File: src/rtl/pipe_funnel_out.sv
// -----------------------------------------------------------------------------
// pipe_funnel_out
//
// Width-narrowing drain stage that sits directly downstream of a FIFO "out"
// interface. Each FIFO entry is one packet: HDR_WIDTH-bit header in the low
// bits and PAYLOAD_WIDTH-bit payload above it. Each entry is dequeued and
// captured, then emitted as one header beat followed by N payload beats of
// DATA_WIDTH bits. N is header[LEN_BITS-1:0], clamped to WORDS.
//
// When the last beat of a packet fires and the next entry is already
// available, the next entry is reloaded in the same cycle. This keeps the
// output port fully busy while upstream has data.
//
// Ports
//   clk           in   clock; all state updates on the rising edge
//   rst           in   synchronous, active-high reset
//   in_first      in   head entry of the upstream FIFO {payload, header}
//   in_first_rdy  in   in_first is valid
//   in_deq_rdy    in   upstream permits a dequeue
//   in_deq_ena    out  dequeue the head entry this cycle
//   out_enq_v     out  beat data; bit DATA_WIDTH is the last-beat flag
//   out_enq_rdy   in   downstream can accept a beat
//   out_enq_ena   out  a beat transfers this cycle
// -----------------------------------------------------------------------------
module pipe_funnel_out #(
  parameter int DATA_WIDTH    = 32,
  parameter int HDR_WIDTH     = 16,
  parameter int PAYLOAD_WIDTH = 128,
  parameter int LEN_BITS      = 3
) (
  input  logic                               clk,
  input  logic                               rst,
  input  logic [HDR_WIDTH+PAYLOAD_WIDTH-1:0] in_first,
  input  logic                               in_first_rdy,
  input  logic                               in_deq_rdy,
  output logic                               in_deq_ena,
  output logic [DATA_WIDTH:0]                out_enq_v,
  input  logic                               out_enq_rdy,
  output logic                               out_enq_ena
);

  localparam int WORDS   = PAYLOAD_WIDTH / DATA_WIDTH;
  localparam int ENTRY_W = HDR_WIDTH + PAYLOAD_WIDTH;
  localparam int WIDX_W  = (WORDS > 1) ? $clog2(WORDS) : 1;

  typedef enum logic {
    IDLE = 1'b0,
    BUSY = 1'b1
  } state_e;

  state_e               state_q, state_d;
  logic [ENTRY_W-1:0]   buf_q, buf_d;
  logic [LEN_BITS-1:0]  cnt_q, cnt_d;
  logic [LEN_BITS-1:0]  last_idx_q, last_idx_d;

  logic                 in_avail;
  logic                 at_last;
  logic                 load;
  logic [LEN_BITS-1:0]  in_len;
  logic [LEN_BITS-1:0]  in_len_clamped;
  logic [WORDS-1:0][DATA_WIDTH-1:0] pay_words;
  logic [WIDX_W-1:0]    word_idx;

  assign in_avail       = in_deq_rdy & in_first_rdy;
  assign in_len         = in_first[LEN_BITS-1:0];
  assign in_len_clamped = (in_len > LEN_BITS'(WORDS)) ? LEN_BITS'(WORDS) : in_len;
  assign at_last        = (cnt_q == last_idx_q);

  // Payload as an array of output words; word 0 holds the payload LSBs.
  assign pay_words = buf_q[ENTRY_W-1:HDR_WIDTH];
  // Beat 0 is the header, so payload word k goes out on beat k+1.
  assign word_idx  = WIDX_W'(cnt_q - LEN_BITS'(1));

  // Handshake and next-state logic.
  always_comb begin
    // NOTE: every signal assigned here gets a default first, so no path
    // through the case statement can leave one unassigned and infer a latch.
    in_deq_ena  = 1'b0;
    out_enq_ena = 1'b0;
    load        = 1'b0;
    state_d     = state_q;
    buf_d       = buf_q;
    cnt_d       = cnt_q;
    last_idx_d  = last_idx_q;

    case (state_q)
      IDLE: begin
        if (in_avail) begin
          in_deq_ena = 1'b1;
          load       = 1'b1;
        end
      end
      BUSY: begin
        out_enq_ena = out_enq_rdy;
        if (out_enq_rdy) begin
          if (!at_last) begin
            cnt_d = cnt_q + LEN_BITS'(1);
          end else if (in_avail) begin
            // Reload on the last beat. This is the only place where
            // out_enq_rdy reaches in_deq_ena combinationally.
            in_deq_ena = 1'b1;
            load       = 1'b1;
          end else begin
            state_d = IDLE;
          end
        end
      end
      default: state_d = IDLE;
    endcase

    if (load) begin
      buf_d      = in_first;
      cnt_d      = '0;
      last_idx_d = in_len_clamped;
      state_d    = BUSY;
    end

    // Reset wins over any fire in the same cycle.
    if (rst) begin
      in_deq_ena  = 1'b0;
      out_enq_ena = 1'b0;
    end
  end

  // Beat data: zero-extended header on beat 0, then payload words.
  // The port reads as zero whenever no packet is being emitted.
  always_comb begin
    out_enq_v = '0;
    if (state_q == BUSY && !rst) begin
      out_enq_v[DATA_WIDTH]     = at_last;
      out_enq_v[DATA_WIDTH-1:0] = (cnt_q == '0) ? DATA_WIDTH'(buf_q[HDR_WIDTH-1:0])
                                                : pay_words[word_idx];
    end
  end

  always_ff @(posedge clk) begin
    // NOTE: the packet buffer is a plain register, not a memory, and it is
    // cleared on reset so its contents are never stale after reset.
    if (rst) begin
      state_q    <= IDLE;
      buf_q      <= '0;
      cnt_q      <= '0;
      last_idx_q <= '0;
    end else begin
      // NOTE: state registers use non-blocking assignments, so every flop
      // samples values from before the edge, whatever the statement order.
      state_q    <= state_d;
      buf_q      <= buf_d;
      cnt_q      <= cnt_d;
      last_idx_q <= last_idx_d;
    end
  end

endmodule

File: config.mk
export PLATFORM = sky130hd
export DESIGN_NAME = pipe_funnel_out
export DESIGN_NICKNAME = d
export VERILOG_FILES = /design/src/rtl/pipe_funnel_out.sv
export SDC_FILE = /design/constraint.sdc
export NUM_CORES = 1
export LEC_CHECK = 0
export CORE_MARGIN = 2
export CORE_UTILIZATION = 36
export CTS_CLUSTER_SIZE = 24
export DETAILED_ROUTE_END_ITERATION = 10
export PLACE_DENSITY = 0.78
export SYNTH_ARGS = -nofsm -noshare
export SYNTH_HDL_FRONTEND = slang
export SYNTH_SLANG_ARGS = --single-unit
File: constraint.sdc
create_clock -name clk -period 3.2 [get_ports clk]
set_clock_uncertainty 0.15 [all_clocks]
set_input_delay 0.64 -clock clk [delete_from_list [all_inputs] [get_ports clk]]
set_output_delay 0.64 -clock clk [all_outputs]
set_load 0.005 [all_outputs]
### Word-level counts from Yosys, hierarchy flattened

Cells that the tools add are included.

* add/subtract/negate cells: 2
* $lt $le $gt $ge: 2
* equality and inequality tests: 1
* multiplexer cells: 16
* bitwise gates (word level): 3
* reduce and logical (&&, ||, !) cells: 5

Operators by type and width (count)
* binary-select mux 32 bit (select 2 bit): 1
* 2-to-1 mux 32 bit: 2
* 2-to-1 mux 33 bit: 1
* 2-to-1 mux 1 bit: 10
* adder 3 x 1 -> 3 bit (second input constant): 1
* equality test 3 bit: 1
* > comparator 3 bit (second input constant): 1
* zero test 3 bit: 1
* less-than comparator 2 x 3 -> 1 bit (second input constant): 1
* 2-to-1 mux 3 bit: 1
* AND reduction 3 bit: 1
* NOT 1 bit: 2
* one-hot mux 1 bit (2 select lines): 1
* OR reduction 2 bit: 1
* subtractor 2 x 1 -> 2 bit (second input constant): 1
* AND 1 bit: 1
* logical AND 1 bit: 1
* zero test 1 bit: 1

* flip-flop bits (word level): 151
* output and inout port bits: 35
* word-level logic and storage cells: 33

### Depth between registers and ports, before layout

* depth in word-level cells: 6
* mapped depth: 9
* depth with buffers taken out: 5

### Worst setup path before layout

No wires, ideal clock.

* kind: register to output
* start point: register cnt_q[0]
* end point: output out_enq_v[10]
* data arrival time: 2.316 ns
* data required time: 2.410 ns
* slack: 0.094 ns
* stages on the path, launching flop included: 10
* path buffers: 4
* path through: dfxtp_1 > buf_4 > clkbuf_1 > inv_1 > ha_1 > buf_2 > buf_2 > mux4_2 > nand2_1 > a21oi_1

* cells in the longest elaborated chain, start to end: 5

Ends and longest elaborated chain
* start, declared: line 53 `logic [LEN_BITS-1:0] cnt_q, cnt_d;`
* start signal, assigned: line 149 `cnt_q <= cnt_d;`
* subtractor 2 x 1 -> 2 bit: line 72 `assign word_idx = WIDX_W'(cnt_q - LEN_BITS'(1));`
* via word_idx[0]: line 62 `logic [WIDX_W-1:0] word_idx;`
* binary-select mux 32 bit (select 2 bit): line 132 `: pay_words[word_idx];`
* 2-to-1 mux 32 bit (not written as such): line 132
* 2-to-1 mux 32 bit: line 131 `out_enq_v[DATA_WIDTH-1:0] = (cnt_q == '0) ? DATA_WIDTH'(buf_q[HDR_WIDTH-1:0])`
* 2-to-1 mux 33 bit: line 129 `if (state_q == BUSY && !rst) begin`
* end, declared: line 37 `output logic [DATA_WIDTH:0] out_enq_v,`

The timed path passes the listed nets, and every way through them passes these cells. The select of a mux whose other input is x is not followed.

### Final worst setup path

* start point: register cnt_q[0]
* end point: output in_deq_ena

* cells in the longest elaborated chain, start to end: 5

Ends and longest elaborated chain
* equality test 3 bit: line 67 `assign at_last = (cnt_q == last_idx_q);`
* 2-to-1 mux 1 bit: line 96 `if (!at_last) begin`
* 2-to-1 mux 1 bit: line 95 `if (out_enq_rdy) begin`
* one-hot mux 1 bit (2 select lines): line 86 `case (state_q)`
* 2-to-1 mux 1 bit: line 119 `if (rst) begin`
* end, declared: line 36 `output logic in_deq_ena,`

Every way passes these cells.

==> results.cfg <==
[status]
status = complete, no violations

[finish]
fin_nets = 815
num-fill-cells = 1344
regArea_um2 = 3025
final_util_pct = 54.87
synthToLayoutAreaGrowth_pct = 48.45
multi_input_area_um2 = 2572
final_layout_size_suffix_gt1_share_pct = 17.43
stdcell_area_um2 = 8748

[global_route]
grt_use_total_pct = 18.56
antenna_found_initial = 1
gr-total-overflow = 0
grt_max_degree = 148
grt_pass1_wl_mm = 25.70
first_global_vias = 4789

[sta]
hold_viol_final = 0
slew_viol_final = 0
max_freq_mhz = 315.9
setup_viol = 0
fin_crit_sh_pct = 98.94
max_slew_margin_pct = 56.01
rsz0062_at_grt = true
min_period_ns = 3.166
worst_slew_pin_slew_ns = 0.6598

[clock_network]
cts_hold_buf = 0
clock_latency_ns = 0.41
cts_buffers = 17
clock_path_buffers = 2
cts.sinks = 151
root_buffer = clkbuf_16
clk_pin_slew_ns = 0.06
htree_levels = 4
cts_tree = done

[die]
core_um2 = 15940
row_count = 46
num_io_pins = 184
die_h_um = 131.9
dieWidth_um = 131.9
initial_core_util_pct = 36.96
die_area_um2 = 17410

[setup_path]
cp_data_required_time_ns = 2.41
crit_slowest_cell = clkdlybuf4s50_1
cp_max_fo = 34
path_buf_inv = 2
worst_setup_path_start_kind = flip-flop
path_cells = buf_8 > xnor2_2 > a41o_2 > nor3b_4 > clkdlybuf4s50_1
slowest_delay_ns = 0.59
path_delay_family = buffers and inverters
worstSetupEndpointType = output pin
crit_arrival_ns = 2.38
critPathKind = flip-flop to output pin

[logic_synthesis]
synth_nets = 624
yosys.area.top_type_share_pct = 51.30
synth_seq_cells = 151
synth_top_cells_by_area = dfxtp_1 51%, a22o_1 22%, mux4_2 12%
yosys_warnings = 0
yosys.area.top_type = dfxtp_1
ys_types = 27
avgSynthCellArea_um2 = 12.46
yosysSeqAreaShare_pct = 51.30
synth.cell_area_um2 = 5893
netlist_instances = 473

[drt]
final_antenna_net_count = 0
vias = 4704
drc_errors = 0
routed_wl_mm = 16.15
vias_per_cell = 5.262
first_pass_iters = 4
drt_iter0_drc = 338
wl_per_cell_um = 18.06

[placement]
dp_hpwl_mm = 10.54
placed_cell_area_um2 = 7844
port_buffers = 183
gp_routability_congestion = 0.7804

[pwr]
power_density_nw_per_um2 = 520.2
worst_ir_drop_vdd_uv = 378.8
leakagePower_uw = 0.003474

[hold_path]
hold_path_class = flip-flop to flip-flop

[run]
maxCapViolCount = 0
Yosys cell counts (all sizes together):
library cell / n
ha: 2
a22o: 145
inv: 6
xnor2: 4
clkbuf: 10
dfxtp: 151
buf: 37
nand2: 34
xor2: 1
mux4: 32
a31oi: 2
and2: 2
a21oi: 17
nor2b: 18
a41o: 1
nand3: 1
a32o: 2
nor2: 2
a311oi: 1
nand2b: 3
nor3b: 1
mux2i: 1
layout by cell type (no fill, tap or decap), types with 2 or more instances in the layout:
cell	instances
dlymetal6s2s_1	7
buf_16	2
dfxtp_2	2
inv_6	5
nor2b_1	14
nor2_1	2
clkdlybuf4s15_1	4
a32o_1	2
nand2_1	33
bufinv_16	3
clkinvlp_4	3
mux4_2	32
buf_12	7
buf_4	21
dlygate4sd2_1	15
nor2b_4	3
inv_8	2
clkbuf_16	17
buf_6	2
inv_1	5
clkbuf_2	5
and2_1	2
xnor2_1	3
buf_8	4
clkdlybuf4s50_1	152
a22o_1	145
clkinv_2	2
a21oi_1	17
dfxtp_1	149
nand2b_1	3
power by group:
part / internal (uW) / switching, uW / total [uW]
registers: 1980 / 52.1 / 2030
clock network: 1250 / 830 / 2080
logic: 293 / 152 / 445
path summary, 6_finish.rpt:
kind,depth (start not counted),endpoint,slack (ns),startpoint
max,5,in_deq_ena,0.03,cnt_q[0]$_SDFFE_PP0P_
min,1,buf_q[104]$_SDFFE_PP0P_,0.32,buf_q[104]$_SDFFE_PP0P_
max reg2reg,6,buf_q[102]$_SDFFE_PP0P_,0.74,cnt_q[0]$_SDFFE_PP0P_
min reg2reg,1,buf_q[104]$_SDFFE_PP0P_,0.32,buf_q[104]$_SDFFE_PP0P_
per-stage QoR:
| stage | setup TNS [ns] | std cells | worst slack (ns) | total power, uW | hold slack, ns |
|---|---|---|---|---|---|
| CTS | -0.3677 | 886 | -0.1075 | 4587 | 0.3217 |
| floorplan | 0 | 473 | 0.09351 | 2265 | 0.2869 |
| detailed placement | 0 | 838 | 0.1414 | 2501 | 0.3009 |
| global placement | 0 | 838 | 0.1462 | 2485 | 0.3001 |
| global route | -0.05073 | 893 | -0.04691 | 4717 | 0.3327 |
| finish | 0 | 894 | 0.03403 | 4551 | 0.3183 |
routing by layer:
metal,GRT usage [%],wire length [um],vias to the layer above
li1,-,-,2207
met3,5.575,1017,20
met2,30.38,7762,167
met4,6.039,248,0
met5,0,0,-
met1,23.52,7119,2310
state kept, by name, summed over array words and instances, names as in the netlist:
signal / cells
buf_q: 144
cnt_q: 3
last_idx_q: 3
state_q: 1
cells by family (layout without fill, tap and decap cells):
group	count (synthesis)	count (layout)	synth area share (%)
AOI/OAI and AO/OA	168	168	24.14
buffers and inverters	53	257	5.733
and+or+nand+nor	61	61	5.138
adders and majority gates	2	2	0.4246
xor gates and xnor gates	5	5	0.8707
muxes	33	33	12.40
DFF	151	151	51.30
other	0	1	0
layout make-up:
cell class / count / share of cell area (%)
Timing Repair Buffer: 219 / 25.61
Clock buffer: 17 / 4.863
Sequential cell: 151 / 34.58
Antenna cell: 1 / 0.02860
Tap cell: 216 / 3.089
Inverter: 6 / 0.2574
Multi-Input combinational cell: 269 / 29.41
Clock inverter: 15 / 2.160
timing repair:
item,CTS,global route
cloned,3,0
pin swaps,1,3
setup endpoints to repair,32,22
buffers inserted,13,8
gates resized for setup,33,35
(Power assumes the default switching activity.)
